File: src/rtl/cmd_cpl_poster_pkg.sv
// Shared types, field widths and status codes for the completion poster.
package cmd_cpl_poster_pkg;

   // Completion ring entry layout: {phase, pad, status, proc_id, seq}
   localparam int unsigned CPL_STATUS_W  = 8;
   localparam int unsigned CPL_PROC_ID_W = 8;
   localparam int unsigned CPL_SEQ_W     = 8;
   localparam int unsigned CPL_PAD_W     = 7;
   localparam int unsigned CPL_ENTRY_W   = 1 + CPL_PAD_W + CPL_STATUS_W + CPL_PROC_ID_W + CPL_SEQ_W;
   localparam int unsigned CPL_PEND_W    = 8;

   // Completion status codes reported by the command processor
   localparam logic [CPL_STATUS_W-1:0] CPL_ST_SUCCESS      = 8'h00;
   localparam logic [CPL_STATUS_W-1:0] CPL_ST_INVALID_OP   = 8'h01;
   localparam logic [CPL_STATUS_W-1:0] CPL_ST_ABORTED      = 8'h02;
   localparam logic [CPL_STATUS_W-1:0] CPL_ST_INTERNAL_ERR = 8'h06;

   // Poster sequencing states
   typedef enum logic [1:0] {
      IDLE     = 2'd0,
      WRITE    = 2'd1,
      WAIT_ACK = 2'd2
   } cpl_state_e;

   // Staged completion request
   typedef struct packed {
      logic [CPL_STATUS_W-1:0]  status;
      logic [CPL_PROC_ID_W-1:0] proc_id;
   } cpl_req_t;

   localparam int unsigned CPL_REQ_W = $bits(cpl_req_t);

   // Assemble a ring entry from its fields
   function automatic logic [CPL_ENTRY_W-1:0] cpl_pack_entry(
      input logic                 phase,
      input cpl_req_t             req,
      input logic [CPL_SEQ_W-1:0] seq
   );
      return {phase, {CPL_PAD_W{1'b0}}, req.status, req.proc_id, seq};
   endfunction

endpackage

File: src/rtl/cpl_sync_fifo.sv
// Synchronous show-ahead FIFO with full/empty flags; DEPTH must be a power of 2 (>= 2).
module cpl_sync_fifo #(
   parameter int unsigned WIDTH = 16,
   parameter int unsigned DEPTH = 4
) (
   input  logic             clk,
   input  logic             reset,
   input  logic             i_push,
   input  logic [WIDTH-1:0] i_wdata,
   input  logic             i_pop,
   output logic [WIDTH-1:0] o_rdata,
   output logic             o_full,
   output logic             o_empty
);

   localparam int unsigned AW = $clog2(DEPTH);
   localparam logic [AW:0] FULL_CNT = (AW+1)'(DEPTH);

   logic [WIDTH-1:0] r_mem [DEPTH];
   logic [AW-1:0]    r_wr_ptr;
   logic [AW-1:0]    r_rd_ptr;
   logic [AW:0]      r_count;
   logic             w_push;
   logic             w_pop;

   assign w_push  = i_push && (r_count != FULL_CNT);
   assign w_pop   = i_pop && (r_count != '0);
   assign o_full  = (r_count == FULL_CNT);
   assign o_empty = (r_count == '0);
   assign o_rdata = r_mem[r_rd_ptr];

   // Storage write; contents need no reset since count gates visibility
   always_ff @(posedge clk) begin
      if (w_push) begin
         r_mem[r_wr_ptr] <= i_wdata;
      end
   end

   // Pointer and occupancy tracking; simultaneous push and pop keeps the count
   always_ff @(posedge clk) begin
      if (reset) begin
         r_wr_ptr <= '0;
         r_rd_ptr <= '0;
         r_count  <= '0;
      end else begin
         if (w_push) begin
            r_wr_ptr <= r_wr_ptr + AW'(1);
         end
         if (w_pop) begin
            r_rd_ptr <= r_rd_ptr + AW'(1);
         end
         case ({w_push, w_pop})
            2'b10:   r_count <= r_count + (AW+1)'(1);
            2'b01:   r_count <= r_count - (AW+1)'(1);
            default: r_count <= r_count;
         endcase
      end
   end

endmodule

File: src/rtl/cmd_cpl_poster.sv
// Stages completion requests, posts them into a host completion ring and
// raises a coalesced interrupt on entry count or idle timeout.
module cmd_cpl_poster
   import cmd_cpl_poster_pkg::*;
#(
   parameter int unsigned FIFO_DEPTH   = 4,
   parameter int unsigned RING_ENTRIES = 16,
   parameter int unsigned COAL_CNT     = 4,
   parameter int unsigned COAL_TIMEOUT = 64
) (
   input  logic                            clk,
   input  logic                            reset,
   input  logic                            crq_start,
   output logic                            crq_ready,
   input  logic [CPL_STATUS_W-1:0]         crq_status,
   input  logic [CPL_PROC_ID_W-1:0]        crq_proc_id,
   output logic                            mem_wr_req,
   input  logic                            mem_wr_ack,
   output logic [$clog2(RING_ENTRIES)-1:0] mem_wr_idx,
   output logic [CPL_ENTRY_W-1:0]          mem_wr_data,
   input  logic [$clog2(RING_ENTRIES)-1:0] host_head,
   output logic                            ring_full,
   output logic                            irq,
   input  logic                            irq_ack
);

   localparam int unsigned IDX_W = $clog2(RING_ENTRIES);
   localparam int unsigned TMR_W = $clog2(COAL_TIMEOUT + 1);
   localparam logic [IDX_W-1:0]      TAIL_LAST  = IDX_W'(RING_ENTRIES - 1);
   localparam logic [TMR_W-1:0]      TMR_LIMIT  = TMR_W'(COAL_TIMEOUT);
   localparam logic [CPL_PEND_W-1:0] COAL_CNT_L = CPL_PEND_W'(COAL_CNT);
   localparam logic [CPL_PEND_W-1:0] PEND_MAX   = '1;

   cpl_state_e             r_state;
   cpl_state_e             w_state_nxt;
   logic [IDX_W-1:0]       r_tail;
   logic [CPL_SEQ_W-1:0]   r_seq;
   logic                   r_phase;
   logic [CPL_PEND_W-1:0]  r_pending;
   logic [CPL_PEND_W-1:0]  w_pending_nxt;
   logic [TMR_W-1:0]       r_timer;
   logic [TMR_W-1:0]       w_timer_nxt;
   logic                   r_irq;
   logic                   w_irq_nxt;
   logic                   r_mem_wr_req;
   logic                   w_req_nxt;
   logic [IDX_W-1:0]       r_mem_wr_idx;
   logic [IDX_W-1:0]       w_idx_nxt;
   logic [CPL_ENTRY_W-1:0] r_mem_wr_data;
   logic [CPL_ENTRY_W-1:0] w_data_nxt;

   logic                   w_fifo_full;
   logic                   w_fifo_empty;
   logic                   w_push;
   logic                   w_post;
   logic                   w_ring_full;
   cpl_req_t               w_fifo_wdata;
   cpl_req_t               w_fifo_rdata;

   assign w_push       = crq_start && !w_fifo_full;
   assign w_post       = (r_state == WAIT_ACK) && mem_wr_ack;
   assign w_ring_full  = ((r_tail + IDX_W'(1)) == host_head);
   assign w_fifo_wdata = '{status: crq_status, proc_id: crq_proc_id};

   assign crq_ready   = !w_fifo_full;
   assign ring_full   = w_ring_full;
   assign mem_wr_req  = r_mem_wr_req;
   assign mem_wr_idx  = r_mem_wr_idx;
   assign mem_wr_data = r_mem_wr_data;
   assign irq         = r_irq;

   cpl_sync_fifo #(
      .WIDTH (CPL_REQ_W),
      .DEPTH (FIFO_DEPTH)
   ) u_fifo (
      .clk     (clk),
      .reset   (reset),
      .i_push  (w_push),
      .i_wdata (w_fifo_wdata),
      .i_pop   (w_post),
      .o_rdata (w_fifo_rdata),
      .o_full  (w_fifo_full),
      .o_empty (w_fifo_empty)
   );

   // FSM state register
   always_ff @(posedge clk) begin
      if (reset) begin
         r_state <= IDLE;
      end else begin
         r_state <= w_state_nxt;
      end
   end

   // Next state and next write-request outputs; entry is captured on leaving IDLE
   always_comb begin
      w_state_nxt = r_state;
      w_req_nxt   = r_mem_wr_req;
      w_idx_nxt   = r_mem_wr_idx;
      w_data_nxt  = r_mem_wr_data;
      case (r_state)
         IDLE: begin
            if (!w_fifo_empty && !w_ring_full) begin
               w_state_nxt = WRITE;
               w_req_nxt   = 1'b1;
               w_idx_nxt   = r_tail;
               w_data_nxt  = cpl_pack_entry(r_phase, w_fifo_rdata, r_seq);
            end
         end
         WRITE: begin
            w_state_nxt = WAIT_ACK;
         end
         WAIT_ACK: begin
            if (mem_wr_ack) begin
               w_state_nxt = IDLE;
               w_req_nxt   = 1'b0;
            end
         end
         default: begin
            w_state_nxt = IDLE;
            w_req_nxt   = 1'b0;
         end
      endcase
   end

   // Registered ring-write request outputs
   always_ff @(posedge clk) begin
      if (reset) begin
         r_mem_wr_req  <= 1'b0;
         r_mem_wr_idx  <= '0;
         r_mem_wr_data <= '0;
      end else begin
         r_mem_wr_req  <= w_req_nxt;
         r_mem_wr_idx  <= w_idx_nxt;
         r_mem_wr_data <= w_data_nxt;
      end
   end

   // Ring producer position: tail, sequence number and wrap phase advance per post
   always_ff @(posedge clk) begin
      if (reset) begin
         r_tail  <= '0;
         r_seq   <= '0;
         r_phase <= 1'b1;
      end else if (w_post) begin
         r_tail <= r_tail + IDX_W'(1);
         r_seq  <= r_seq + CPL_SEQ_W'(1);
         if (r_tail == TAIL_LAST) begin
            r_phase <= ~r_phase;
         end
      end
   end

   // Interrupt coalescing: count posts and idle cycles; irq_ack wins over the count
   always_comb begin
      w_pending_nxt = r_pending;
      w_timer_nxt   = r_timer;
      w_irq_nxt     = r_irq;
      if (w_post && (r_pending != PEND_MAX)) begin
         w_pending_nxt = r_pending + CPL_PEND_W'(1);
      end
      if (irq_ack) begin
         w_pending_nxt = w_post ? CPL_PEND_W'(1) : '0;
      end
      if (irq_ack || w_post) begin
         w_timer_nxt = '0;
      end else if ((r_pending != '0) && !r_irq && (r_timer != TMR_LIMIT)) begin
         w_timer_nxt = r_timer + TMR_W'(1);
      end
      if (irq_ack) begin
         w_irq_nxt = 1'b0;
      end else if ((w_pending_nxt >= COAL_CNT_L) || (w_timer_nxt >= TMR_LIMIT)) begin
         w_irq_nxt = 1'b1;
      end
   end

   // Coalescing state registers
   always_ff @(posedge clk) begin
      if (reset) begin
         r_pending <= '0;
         r_timer   <= '0;
         r_irq     <= 1'b0;
      end else begin
         r_pending <= w_pending_nxt;
         r_timer   <= w_timer_nxt;
         r_irq     <= w_irq_nxt;
      end
   end

endmodule

File: config.mk
export PLATFORM = sky130hd
export DESIGN_NAME = cmd_cpl_poster
export DESIGN_NICKNAME = d
export VERILOG_FILES = /design/src/rtl/cmd_cpl_poster_pkg.sv /design/src/rtl/cpl_sync_fifo.sv /design/src/rtl/cmd_cpl_poster.sv
export SDC_FILE = /design/constraint.sdc
export NUM_CORES = 1
export LEC_CHECK = 0
export ABC_AREA = 1
export CAP_MARGIN = 20
export CORE_MARGIN = 8
export CORE_UTILIZATION = 40
export CTS_BUF_LIST = sky130_fd_sc_hd__clkbuf_4 sky130_fd_sc_hd__clkbuf_8 sky130_fd_sc_hd__clkbuf_16
export DETAILED_ROUTE_END_ITERATION = 10
export HOLD_SLACK_MARGIN = 0.15
export SLEW_MARGIN = 20
export SYNTH_ARGS = -nofsm -noshare
export SYNTH_HDL_FRONTEND = slang
export SYNTH_SLANG_ARGS = --single-unit
File: constraint.sdc
create_clock -name clk -period 1.9 [get_ports clk]
set_input_delay 0.285 -clock clk [delete_from_list [all_inputs] [get_ports clk]]
set_output_delay 0.285 -clock clk [all_outputs]
set_load 0.005 [all_outputs]
# Word-level counts from Yosys, hierarchy flattened
# Memories as Yosys holds them, arrays and structs flattened. A register that Yosys moved wholly into a read port is not among the register bits.
# Cells that the tools add are included.
dict set report totals {
  regBits 68
  word_cells 76
  ramBits 64
  n_memories 1
  in_bits 25
  out_inout_bits 40
}
dict set report op_classes {
  add_sub_neg 8
  reduce_logical 24
  magnitude_cmp 2
  n_bitwise 2
  n_mux 14
  n_eq_ne 12
}
# name depth width read_ports rd_clocked_by_memory_dff write_ports line
set memory_table {}
lappend memory_table {u_fifo.r_mem 4 16 1 1 1 cpl_sync_fifo.sv:19} ;# logic [WIDTH-1:0] r_mem [DEPTH];
# cell n
set ops {}
lappend ops {{adder 8 x 1 -> 8 bit, second input constant} 2}
lappend ops {{two-way mux 8 bit} 2}
lappend ops {{two-way mux 7 bit} 2}
lappend ops {{>= comparator 8 x 3 -> 1 bit, second input constant} 1}
lappend ops {{logical AND 1 bit} 8}
lappend ops {{!= test 8 bit, second input constant} 1}
lappend ops {{nonzero test 8 bit} 1}
lappend ops {{adder 7 x 1 -> 7 bit, second input constant} 1}
lappend ops {{>= comparator 7 bit, second input constant} 1}
lappend ops {{!= test 7 bit, second input constant} 1}
lappend ops {{case mux 2 bit (3 select lines)} 1}
lappend ops {{case mux 3 bit (2 select lines)} 1}
lappend ops {{AND reduction 2 bit} 3}
lappend ops {{two-way mux 1 bit} 5}
lappend ops {{adder 2 x 1 -> 2 bit, second input constant} 2}
lappend ops {{adder 4 x 1 -> 4 bit, second input constant} 1}
lappend ops {{equality test 2 x 1 -> 1 bit, second input constant} 2}
lappend ops {{equality test 2 bit, second input constant} 2}
lappend ops {{equality test 4 bit} 1}
lappend ops {{equality test 4 bit, second input constant} 1}
lappend ops {{zero test 1 bit} 4}
lappend ops {{two-way mux 2 bit} 2}
lappend ops {{!= test 2 bit, second input constant} 2}
lappend ops {{adder 3 x 1 -> 3 bit, second input constant} 1}
lappend ops {{12 further kinds} 14}

# Longest topological paths before layout
# Gate-level depths: netlist of the first run.
dict set report depth {
  ltp_word 7
  depth_mapped 13
}

# Cells and area by module
# A second synthesis of the first run with hierarchy kept.
dict set report hier_totals {
  cells_unflattened 615
  area_unflattened_um2 5690.5
}
# mod seq_area_each_um2 area_each_um2 n_inst cells_per_inst
set modules_own_cells {}
lappend modules_own_cells {cpl_sync_fifo 2102.0 2849.0 1 224}
lappend modules_own_cells {cmd_cpl_poster 1221.2 2841.5 1 391}

# Worst setup path after synthesis of the first run
# Ideal clock, no wire load.
dict set report synth_timing {
  path_kind {register to register}
  startpoint {reg r_state[1]}
  endpoint {reg u_fifo.r_count[2]}
  required_ps 1778
  synth_period_minus_slack_ps 1992
  n_path_buf 1
  path_stages_with_launch 13
  slack_ps -92
  t_arrival_ps 1870
  path_cell_list {dfxtp_1 > nand2_1 > nor2_2 > buf_4 > nand2_1 > inv_1 > ha_1 > inv_1 > fa_1 > a21oi_1 > o21ai_0 > o21ai_0 > a21oi_1}
}
dict set report synth_via {
  elab_chain_len 5
  elab_cells_between_ends 7
  cone_classes {eq/ne (3); mux (1); reduce/logical (3)}
}
# element line
set synth_lines {}
lappend synth_lines {{from (decl)} cmd_cpl_poster.sv:34} ;# cpl_state_e r_state;
lappend synth_lines {{from (signal assigned)} cmd_cpl_poster.sv:91} ;# r_state <= w_state_nxt;
lappend synth_lines {{equality test 2 bit (*)} cmd_cpl_poster.sv:61} ;# assign w_post = (r_state == WAIT_ACK) && mem_wr_ack;
lappend synth_lines {{logical AND 1 bit (*)} cmd_cpl_poster.sv:61}
lappend synth_lines {{logical AND 1 bit (*)} cpl_sync_fifo.sv:27} ;# assign w_pop = i_pop && (r_count != '0);
lappend synth_lines {{via u_fifo.w_pop} cpl_sync_fifo.sv:24} ;# logic w_pop;
lappend synth_lines {{equality test 2 x 1 -> 1 bit / equality test 2 bit (equally long branches)} cpl_sync_fifo.sv:52} ;# case ({w_push, w_pop})
lappend synth_lines {{case mux 3 bit (2 select lines) / nonzero test 2 bit (equally long branches)} n/a}
lappend synth_lines {{to (signal assigned)} cpl_sync_fifo.sv:53} ;# 2'b10: r_count <= r_count + (AW+1)'(1);
lappend synth_lines {{to (signal assigned)} cpl_sync_fifo.sv:54} ;# 2'b01: r_count <= r_count - (AW+1)'(1);
lappend synth_lines {{to (signal assigned)} cpl_sync_fifo.sv:55} ;# default: r_count <= r_count;
lappend synth_lines {{to (decl)} cpl_sync_fifo.sv:22} ;# logic [AW:0] r_count;
# The timed path passes the listed nets; every way through them passes the cells marked *.
# A chain may end at the register's enable or synchronous reset.

# Worst setup path after layout of the first run
dict set report layout_timing {
  startpoint {reg r_tail[0]}
  endpoint {out ring_full}
}
dict set report layout_via {
  elab_chain_len 2
}
# element line
set layout_lines {}
lappend layout_lines {{from (decl)} cmd_cpl_poster.sv:36} ;# logic [IDX_W-1:0] r_tail;
lappend layout_lines {{from (signal assigned)} cmd_cpl_poster.sv:146} ;# r_tail <= r_tail + IDX_W'(1);
lappend layout_lines {{adder 4 x 1 -> 4 bit} cmd_cpl_poster.sv:62} ;# assign w_ring_full = ((r_tail + IDX_W'(1)) == host_head);
lappend layout_lines {{equality test 4 bit} cmd_cpl_poster.sv:62}
lappend layout_lines {{to (decl)} cmd_cpl_poster.sv:22} ;# output logic ring_full,
# No other way between the ends.

==> metrics, run 1 <==
FILL cells 1,244; hold crit path type input port to flop; grt total ovfl 0; Int Pwr 0.00520 W; slowest stage delay, CP 0.35 ns; main area contributors after synthesis edfxtp_1 (35%), dfxtp_1 (25%), nand2_1 (5.2%); crit path capture type primary output; die span in x 134 um; ant diodes 0; Clock Sink Count 132; RSZ-0062 raised after global routing yes; met1 wire length 5610 um; sequential fraction of the synthesis area 0.594; core footprint 13,700 um^2; number of library cell types mapped by synthesis 31; Worst path slowest cell dfxtp_4; CTS root buffer clkbuf_16; Routed WL 12,700 um; final setup fails 0; CTS max path bufs 2; Critical Path RT 1.62 ns; delay-heaviest family, CP simple AND/OR/NAND/NOR gates; I/O Pins 65; CP Cell Sequence ha_4, or2_4, nand3_2, nor2_1, nand2_1, inv_1, buf_2; Max Clock Skew 0.00999 ns; outcome finished clean; initial antenna violation count 0; fmax 0.540 GHz; P_sw 0.00173 W; worst ir drop on vdd 0.585 mV; vias post-DR 4,270; drt initial violations 305; CTS tree yes; cell taking the most area after synthesis edfxtp_1; fraction of layout cells with a size suffix above 1 0.143; Area Overhead vs Synth 30.1%; Flop pwr share 0.464; metal3 WL 725 um; CTS Buf Count 17; Comb pwr share 0.116; Yosys warning total 0; Clk pwr share 0.420; final antenna-violating net count 0; max-slew violations 0; fin crit share 0.974; Met2 Wirelength 6110 um; Leak 2.65 nW; Detailed Routing Iterations Pass 1 5; Setup crit start kind flop; FF+latch area 3300 um^2; Chip Height 134 um; Critical Path AT 1.57 ns; syn_area_per_cell 9.44 um^2; cell area after layout 7190 um^2; Net Sw Frac 0.250; area taken by multi-input logic gates 1970 um^2; # DRC 0; CTS Hold Buffers Added 0; Synth Instances 585; dpl cell area 6520 um^2; clk slew on worst S/H paths 0.06 ns; top cell type's share of synthesized area 0.348; global placement routability congestion 0.825; Skew-Pair Late Insertion Delay 0.42 ns; Hold Vio Cnt, Final 0; Yosys reg bits 132; DP HPWL 8530 um; total power 0.00693 W; DR WL/cell 14.6 um; mapped cell area 5520 um^2; first-pass GRT wire length 21,200 um; Initial Util 0.404; DIE AREA 17,800 um^2; Top Layer Used met4; Nets 711; crit path max fanout 3; htree depth 4; Crit Path Category flop to primary output; number of max-cap violations 0; CP Buf/Inv Count 2; FP Rows 43; DR vias/cell 4.93; Final min period 1.85 ns; largest net degree at the start of global routing 33; Total GRT Usage 0.148; vias in the first global route 4,311; Power Density 964 nW/um^2; PortBufs 57
==> synthesized netlist by cell type <==
master	count
nand2_1	76
nor2_1	70
dfxtp_1	68
edfxtp_1	64
inv_1	51
nand3_1	51
a21oi_1	49
o21ai_0	48
o22ai_1	17
clkbuf_1	14
ha_1	11
nand4_1	10
buf_4	9
nor3_1	8
buf_2	6
xor2_1	6
a211oi_1	3
buf_6	3
nand2_2	3
nor2_2	3
buf_1	2
o211ai_1	2
o21bai_1	2
xnor2_1	2
a31oi_1	1
conb_1	1
fa_1	1
nor3_2	1
nor3b_1	1
o21a_1	1
or2_2	1
==> state kept, by name (all words and copies together) (netlist names) <==
| register | flops |
|---|---|
| mem_wr_idx | 4 |
| r_pending | 8 |
| mem_wr_req | 1 |
| r_timer | 7 |
| u_fifo.r_rd_ptr | 2 |
| u_fifo.r_count | 3 |
| r_state | 2 |
| u_fifo.r_wr_ptr | 2 |
| u_fifo.r_mem | 64 |
| irq | 1 |
| r_phase | 1 |
| mem_wr_data | 25 |
| r_seq | 8 |
| r_tail | 4 |
==> power by group through the flow <==
stage,registers [W],clock network [W],logic [W]
2_1_floorplan,0.00326,0,0.000399
3_5_place_dp,0.00327,0,0.000783
4_1_cts,0.00321,0.00297,0.000802
3_3_place_gp,0.00327,0,0.000769
5_1_grt,0.00323,0.00309,0.000886
6_report,0.00322,0.00291,0.000802
==> path summary, 6_finish.rpt <==
kind / slack (ns) / to / startpoint / depth (start not counted)
setup / recovery: 0.05 / ring_full / r_tail[0] / 7
hold / removal: 0.24 / r_timer[6] / reset / 2
setup reg to reg: 0.16 / u_fifo.r_count[2] / r_state[1] / 11
hold reg to reg: 0.46 / mem_wr_data[6] / mem_wr_data[6] / 2
==> layer usage <==
| metal | vias up | GRT usage |
|---|---|---|
| li1 | 2179 | - |
| met3 | 18 | 0.0410 |
| met1 | 1965 | 0.174 |
| met2 | 108 | 0.250 |
| met5 | - | 0 |
| met4 | 0 | 0.0599 |
==> cell families after synthesis <==
logic type | after synthesis | synth area share
compound gates | 123 | 0.119
xor+xnor | 8 | 0.0127
fa+ha+maj | 12 | 0.0285
buf+inv | 85 | 0.0693
flops | 132 | 0.594
other cells | 1 | 0.000679
simple gates | 224 | 0.175
==> stage by stage <==
step | setup TNS, ns | setup slack, ns | hold WS (ns) | cells | util
5_1_grt | -0.0361 | -0.0361 | 0.267 | 867 | 0.526
3_3_place_gp | -0.716 | -0.311 | 0.455 | 830 | 0.477
3_5_place_dp | -1.89 | -0.331 | 0.455 | 830 | 0.477
6_report | 0 | 0.0488 | 0.239 | 867 | 0.526
2_1_floorplan | 0 | 0.0169 | 0.384 | 591 | -
4_1_cts | 0 | 0.000762 | 0.226 | 865 | 0.521
==> layout by cell type, fill, tap and decap left out, drive strengths merged <==
cell type,instances
xnor2,2
a31oi,1
clkinvlp,5
nor3,9
fa,1
buf,43
nand2,79
o211ai,2
o21bai,2
clkinv,5
nor2,73
o21a,1
a21oi,49
conb,7
nand4,10
clkdlybuf4s50,55
a211oi,3
nand3,51
o22ai,17
ha,11
xor2,6
o21ai,48
edfxtp,64
clkbuf,18
dfxtp,68
nor3b,1
inv,55
or2,1
==> final cells by class <==
type                            instances  share of cell area
Multi-Input combinational cell        374               0.274
Clock buffer                           18              0.0602
Inverter                               51              0.0266
Clock inverter                         14              0.0145
Timing Repair Buffer                   98               0.134
Sequential cell                       132               0.459
Tap cell                              180              0.0313
==> timing repair <==
action / CTS / global route
gates resized for setup: 15 / 13
endpoints found under the setup margin: 1 / 6
pin swaps: 4 / 6
buffers inserted: 4 / 2
endpoints found under the hold margin: 0 / 0
Power figures use the tool's default switching activity.
==> inputs of run 2 (changes only) <==
--- a/config.mk
+++ b/config.mk
@@ -7,6 +7,7 @@
 export LEC_CHECK = 0
 export ABC_AREA = 1
 export CAP_MARGIN = 20
+export CORE_ASPECT_RATIO = 1.75
 export CORE_MARGIN = 8
 export CORE_UTILIZATION = 40
 export CTS_BUF_LIST = sky130_fd_sc_hd__clkbuf_4 sky130_fd_sc_hd__clkbuf_8 sky130_fd_sc_hd__clkbuf_16
==> metrics, run 2 (synthesized netlist as in run 1, its figures left out) <==
outcome complete, but fails checks; failing checks negative setup slack; Power Density 1010 nW/um^2 (+5.2%); Area Overhead vs Synth 32.4%; Final min period 1.98 ns (+0.124 ns); area taken by multi-input logic gates 1990 um^2 (+1.1%); number of max-cap violations 0 (unchanged); commonest non-fill, non-tap cell in the layout nand2_1; fin crit share 1.04 (+0.0652); FF+latch area 3300 um^2 (about the same); CTS tree yes; post-route insts no fill 871 (+0.46%); DP HPWL 9160 um (+7.4%); clk slew on worst S/H paths 0.06 ns (about the same); dpl cell area 6540 um^2 (+0.36%); RSZ-0062 raised after global routing yes; Chip Height 171 um (+28%); Flop pwr share 0.434 (-0.030); CTS Buf Count 17 (unchanged); core footprint 13,700 um^2 (+0.20%); I/O Pins 65 (unchanged); crit path max fanout 3 (unchanged); # placed instances 834 (+0.48%); FP Rows 57 (+33%); Comb pwr share 0.109 (-0.007); Critical Path RT 1.62 ns (about the same); global placement routability congestion 0.860 (+4.2%); initial antenna violation count 0 (unchanged); Initial Util 0.403 (-0.000812); FILL cells 1,224 (-1.6%); Leak 2.72 nW (+2.6%); cells on worst reg2reg path 10 (-1); Setup crit start kind flop; htree depth 4 (unchanged); DR WL/cell 15.4 um (+5.5%); Nets 718 (+0.98%); Post-Route Setup TNS -0.0751 ns (-0.0751 ns); hold path cells 2 (unchanged); P_sw 0.00180 W (+4.3%); ant diodes 0 (unchanged); Clk pwr share 0.457 (+0.037); die span in x 105 um (-21%); DR vias/cell 5.09 (+3.4%); leading cell types in the layout, fill and taps excluded nand2_1 (72), nor2_1 (68), edfxtp_1 (64), dfxtp_1 (62), clkdlybuf4s50_1 (54); Total GRT Usage 0.155 (+0.00673); Int Pwr 0.00561 W (+7.9%); grt total ovfl 0 (unchanged); drt initial violations 208 (-32%); total power 0.00741 W (+7.0%); fraction of layout cells with a size suffix above 1 0.166 (+0.0231); Skew-Pair Late Insertion Delay 0.41 ns (about the same); CTS Hold Buffers Added 0 (unchanged); hold crit path type input port to flop; DIE AREA 18,000 um^2 (+0.83%); Critical Path AT 1.69 ns (+0.12 ns); final setup fails 1 (+1); final antenna-violating net count 0 (unchanged); max-slew violations 0 (unchanged); PnR worst setup slack -0.0751 ns (-0.124 ns); vias post-DR 4,437 (+3.9%); setup slack at placement -0.479 ns (-0.148 ns); crit path capture type primary output; Largest register FFs 64 (unchanged); Detailed Routing Iterations Pass 1 4 (-1); CTS max path bufs 2 (unchanged); Hold Vio Cnt, Final 0 (unchanged); PortBufs 57 (unchanged); CTS root buffer clkbuf_16; Crit Path Category flop to primary output; Net Sw Frac 0.243 (-0.00614); first-pass GRT wire length 22,300 um (+5.1%); fmax 0.506 GHz (-6.3%); worst ir drop on vdd 1.04 mV (+78%); Max Clock Skew 0.0122 ns (+0.00222 ns); vias in the first global route 4,610 (+6.9%); Clock Sink Count 132 (unchanged); # DRC 0 (unchanged); Top reg by flops u_fifo.r_mem; largest net degree at the start of global routing 33 (unchanged); Routed WL 13,400 um (+6.0%); cell area after layout 7310 um^2 (+1.7%)
==> run 2: cell types whose count changed in the layout (fill, tap and decap cells not counted), sizes merged <==
cell / previous run / this run
clkinvlp: 5 / 1
inv: 55 / 58
dlygate4sd2: 0 / 1
clkbuf: 18 / 17
buf: 43 / 50
bufinv: 0 / 3
clkdlybuf4s50: 55 / 54
clkinv: 5 / 4
==> run 2: repair_timing <==
action | 4_1_cts | 5_1_grt
pin swaps | 6 | 9
endpoints found under the setup margin | 33 | 35
setup buffers | 3 | 2
resized for setup | 25 | 12
gates cloned | 0 | 0
==> run 2: per-layer routing <==
layer / up-vias / wire length, um / part of all wire / track usage
met5: - / 0 / 0 / 0
met4: 0 / 284 / 0.021 / 0.0705
met1: 2149 / 5150 / 0.38 / 0.157
met2: 94 / 7480 / 0.56 / 0.294
met3: 19 / 500 / 0.037 / 0.0338
li1: 2175 / - / - / -
==> run 2: cell type report <==
type,instances,area share
sequential,132,0.451
multi-input combinational,374,0.273
timing repair buffer,105,0.135
clock buffer,17,0.0582
tap,177,0.0303
clock inverter,15,0.0262
inverter,51,0.0262
==> run 2: critical path, cell delays in order (launching register included) <==
cell	delay (ns)
dfxtp_2	0.34
ha_4	0.25
or2_4	0.25
nand3_2	0.07
nor2_2	0.04
nand2_2	0.15
inv_1	0.05
buf_2	0.13
==> run 2: power by group through the flow <==
stage	clock network, W	logic, W	registers (W)
6_report	0.00339	0.000807	0.00321
5_1_grt	0.00358	0.000894	0.00323
4_1_cts	0.00344	0.000800	0.00321
3_5_place_dp	0	0.000778	0.00327
3_3_place_gp	0	0.000763	0.00326
2_1_floorplan	0	0.000399	0.00326
==> run 2: metrics by stage <==
stage / hold WS [ns] / util
2_1_floorplan: 0.384 / -
3_3_place_gp: 0.451 / 0.478
3_5_place_dp: 0.454 / 0.478
4_1_cts: 0.271 / 0.530
5_1_grt: 0.308 / 0.534
6_report: 0.279 / 0.534
==> run 2: path summary, 6_finish.rpt <==
kind / endpoint / slack, ns / start
setup / recovery: ring_full / -0.08 / r_tail[1]
hold / removal: r_pending[6] / 0.28 / reset
setup reg to reg: mem_wr_data[16] / 0.03 / r_tail[1]
hold reg to reg: mem_wr_data[1] / 0.46 / mem_wr_data[1]
==> inputs of run 3 (changes only) <==
--- a/config.mk
+++ b/config.mk
@@ -7,11 +7,12 @@
 export LEC_CHECK = 0
 export ABC_AREA = 1
 export CAP_MARGIN = 20
-export CORE_ASPECT_RATIO = 1.75
+export CORE_ASPECT_RATIO = 0.5
 export CORE_MARGIN = 8
 export CORE_UTILIZATION = 40
 export CTS_BUF_LIST = sky130_fd_sc_hd__clkbuf_4 sky130_fd_sc_hd__clkbuf_8 sky130_fd_sc_hd__clkbuf_16
 export DETAILED_ROUTE_END_ITERATION = 10
+export GPL_TIMING_DRIVEN = 0
 export HOLD_SLACK_MARGIN = 0.15
 export SLEW_MARGIN = 20
 export SYNTH_ARGS = -nofsm -noshare
==> metrics, run 3 (synthesized netlist as in run 1, its figures left out) <==
met2 Use GR 0.245 (-0.0490); Hold Vio Cnt, Final 0 (unchanged); WHS 0.375 ns (+0.0964 ns); PnR worst setup slack -0.0870 ns (-0.0119 ns); PortBufs 57 (unchanged); htree depth 4 (unchanged); M1 GR Usage 0.186 (+0.0289); grt total ovfl 0 (unchanged); Slew HR 0.589; Flop pwr share 0.441 (+0.007); # DRC 0 (unchanged); Detailed Routing Iterations Pass 1 4 (unchanged); outcome complete, but fails checks; Largest register FFs 64 (unchanged); cell area after layout 7260 um^2 (-0.72%); Chip Height 99.1 um (-42%); Post-Route Setup TNS -0.0870 ns (-0.0119 ns); DR WL/cell 15.3 um (-0.87%); number of max-cap violations 0 (unchanged); die span in x 182 um (+74%); Final min period 1.99 ns (+0.0119 ns); Worst-Margin Slew 0.617 ns; GR peak layer met2; DIE AREA 18,100 um^2 (+0.44%); Int Pwr 0.00549 W (-2.1%); Power Density 1000 nW/um^2 (-1.2%); Total GRT Usage 0.151 (-0.00337); Clock Sink Count 132 (unchanged); Setup crit start kind flop; crit-path most repeated cell buf_6; max-slew violations 0 (unchanged); crit path max fanout 3 (unchanged); Routed WL 13,400 um (-0.19%); DR vias/cell 5.00 (-1.9%); RSZ-0062 raised after global routing yes; fraction of layout cells with a size suffix above 1 0.163 (-0.00308); CTS root buffer clkbuf_16; Net Sw Frac 0.246 (+0.00205); DP HPWL 8930 um (-2.6%); crit path capture type primary output; leading cell types in the layout, fill and taps excluded nand2_1 (72), nor2_1 (64), edfxtp_1 (64), dfxtp_1 (63), clkdlybuf4s50_1 (55); routing usage on met3 0.0404 (+0.00662); worst ir drop on vdd 0.676 mV (-35%); ant diodes 0 (unchanged); Clk pwr share 0.448 (-0.009); Max Clock Skew 0.00658 ns (-0.00563 ns); fmax 0.503 GHz (-0.60%); vias post-DR 4,381 (-1.3%); failing checks negative setup slack; hold crit path type input port to flop; CTS tree yes; Comb pwr share 0.111 (+0.002); commonest non-fill, non-tap cell in the layout nand2_1; CTS Buf Count 17 (unchanged); Skew-Pair Late Insertion Delay 0.42 ns (about the same); CP Cell Sequence ha_4, or2_4, nand3_2, nor2_2, nand2_2, buf_6, inv_2, buf_6; initial antenna violation count 0 (unchanged); Leak 2.70 nW (-0.89%); Worst path slowest cell dfxtp_4; I/O Pins 65 (unchanged); drt initial violations 293 (+41%); largest net degree at the start of global routing 17 (-48%); Area Overhead vs Synth 31.4%; Crit Path Category flop to primary output; final antenna-violating net count 0 (unchanged); final setup fails 1 (unchanged); CTS max path bufs 2 (unchanged); slowest stage delay, CP 0.37 ns (+0.03 ns); Initial Util 0.409 (+0.00538); first-pass GRT wire length 21,300 um (-4.2%); global placement routability congestion 0.881 (+2.4%); Critical Path AT 1.70 ns (about the same); vias in the first global route 4,197 (-9.0%); FP Rows 30 (-47%); fin crit share 1.05 (+0.00626); dpl cell area 6410 um^2 (-2.0%); Top reg by flops u_fifo.r_mem; Critical Path RT 1.62 ns (about the same); P_sw 0.00179 W (-1.1%); core footprint 13,500 um^2 (-1.3%); Nets 725 (+0.97%); clk slew on worst S/H paths 0.06 ns (about the same)
run 3: critical path, delay by kind of cell, from the launching register on:
kind | cells | cell delay, ns
simple gates | 4 | 0.39
fa+ha+maj | 1 | 0.28
buf+inv | 3 | 0.26
flops | 1 | 0.37
run 3: final timing paths:
| path | slack (ns) | end | from | cells after the start |
|---|---|---|---|---|
| max | -0.09 | ring_full | r_tail[0] | 8 |
| min | 0.38 | r_state[1] | mem_wr_ack | 5 |
| max reg2reg | 0.07 | u_fifo.r_count[2] | r_state[1] | 11 |
| min reg2reg | 0.46 | mem_wr_data[16] | mem_wr_data[16] | 2 |
run 3: layout make-up:
| cell class | instances | area [um^2] |
|---|---|---|
| fillers | 1193 | 6260 |
| flip-flops and latches | 132 | 3290 |
| multi-input cells | 374 | 1990 |
| repair buffers | 79 | 766 |
| clock buffers | 19 | 440 |
| well taps | 176 | 220 |
| plain buffers | 33 | 201 |
| inverters | 51 | 191 |
| clock inverters | 13 | 151 |
run 3: metrics by stage:
stage / total power, W / setup WS (ns) / std cells / util
CTS: 0.00730 / -0.0596 / 868 / 0.529
global route: 0.00755 / -0.164 / 877 / 0.537
floorplan: 0.00366 / 0.0169 / 591 / -
global placement: 0.00397 / -0.698 / 824 / 0.470
finish: 0.00727 / -0.0870 / 877 / 0.537
detailed placement: 0.00400 / -0.658 / 828 / 0.474
run 3: power by group through the flow:
| stage | sequential, W | clock [W] | combinational [W] |
|---|---|---|---|
| 2_1_floorplan | 0.00326 | 0 | 0.000399 |
| 3_3_place_gp | 0.00327 | 0 | 0.000705 |
| 3_5_place_dp | 0.00327 | 0 | 0.000735 |
| 4_1_cts | 0.00320 | 0.00332 | 0.000776 |
| 5_1_grt | 0.00322 | 0.00344 | 0.000890 |
| 6_report | 0.00321 | 0.00326 | 0.000806 |
run 3: repair_timing:
item,4_1_cts,5_1_grt
pin swaps,6,8
endpoints found under the setup margin,6,4
resized for setup,28,19
setup buffers,8,10
hold buffers,0,0
run 3: layer usage:
layer | part of all wire | routed length (um)
met1 | 0.46 | 6170
met2 | 0.48 | 6400
met3 | 0.043 | 581
met4 | 0.018 | 235
met5 | 0 | 0
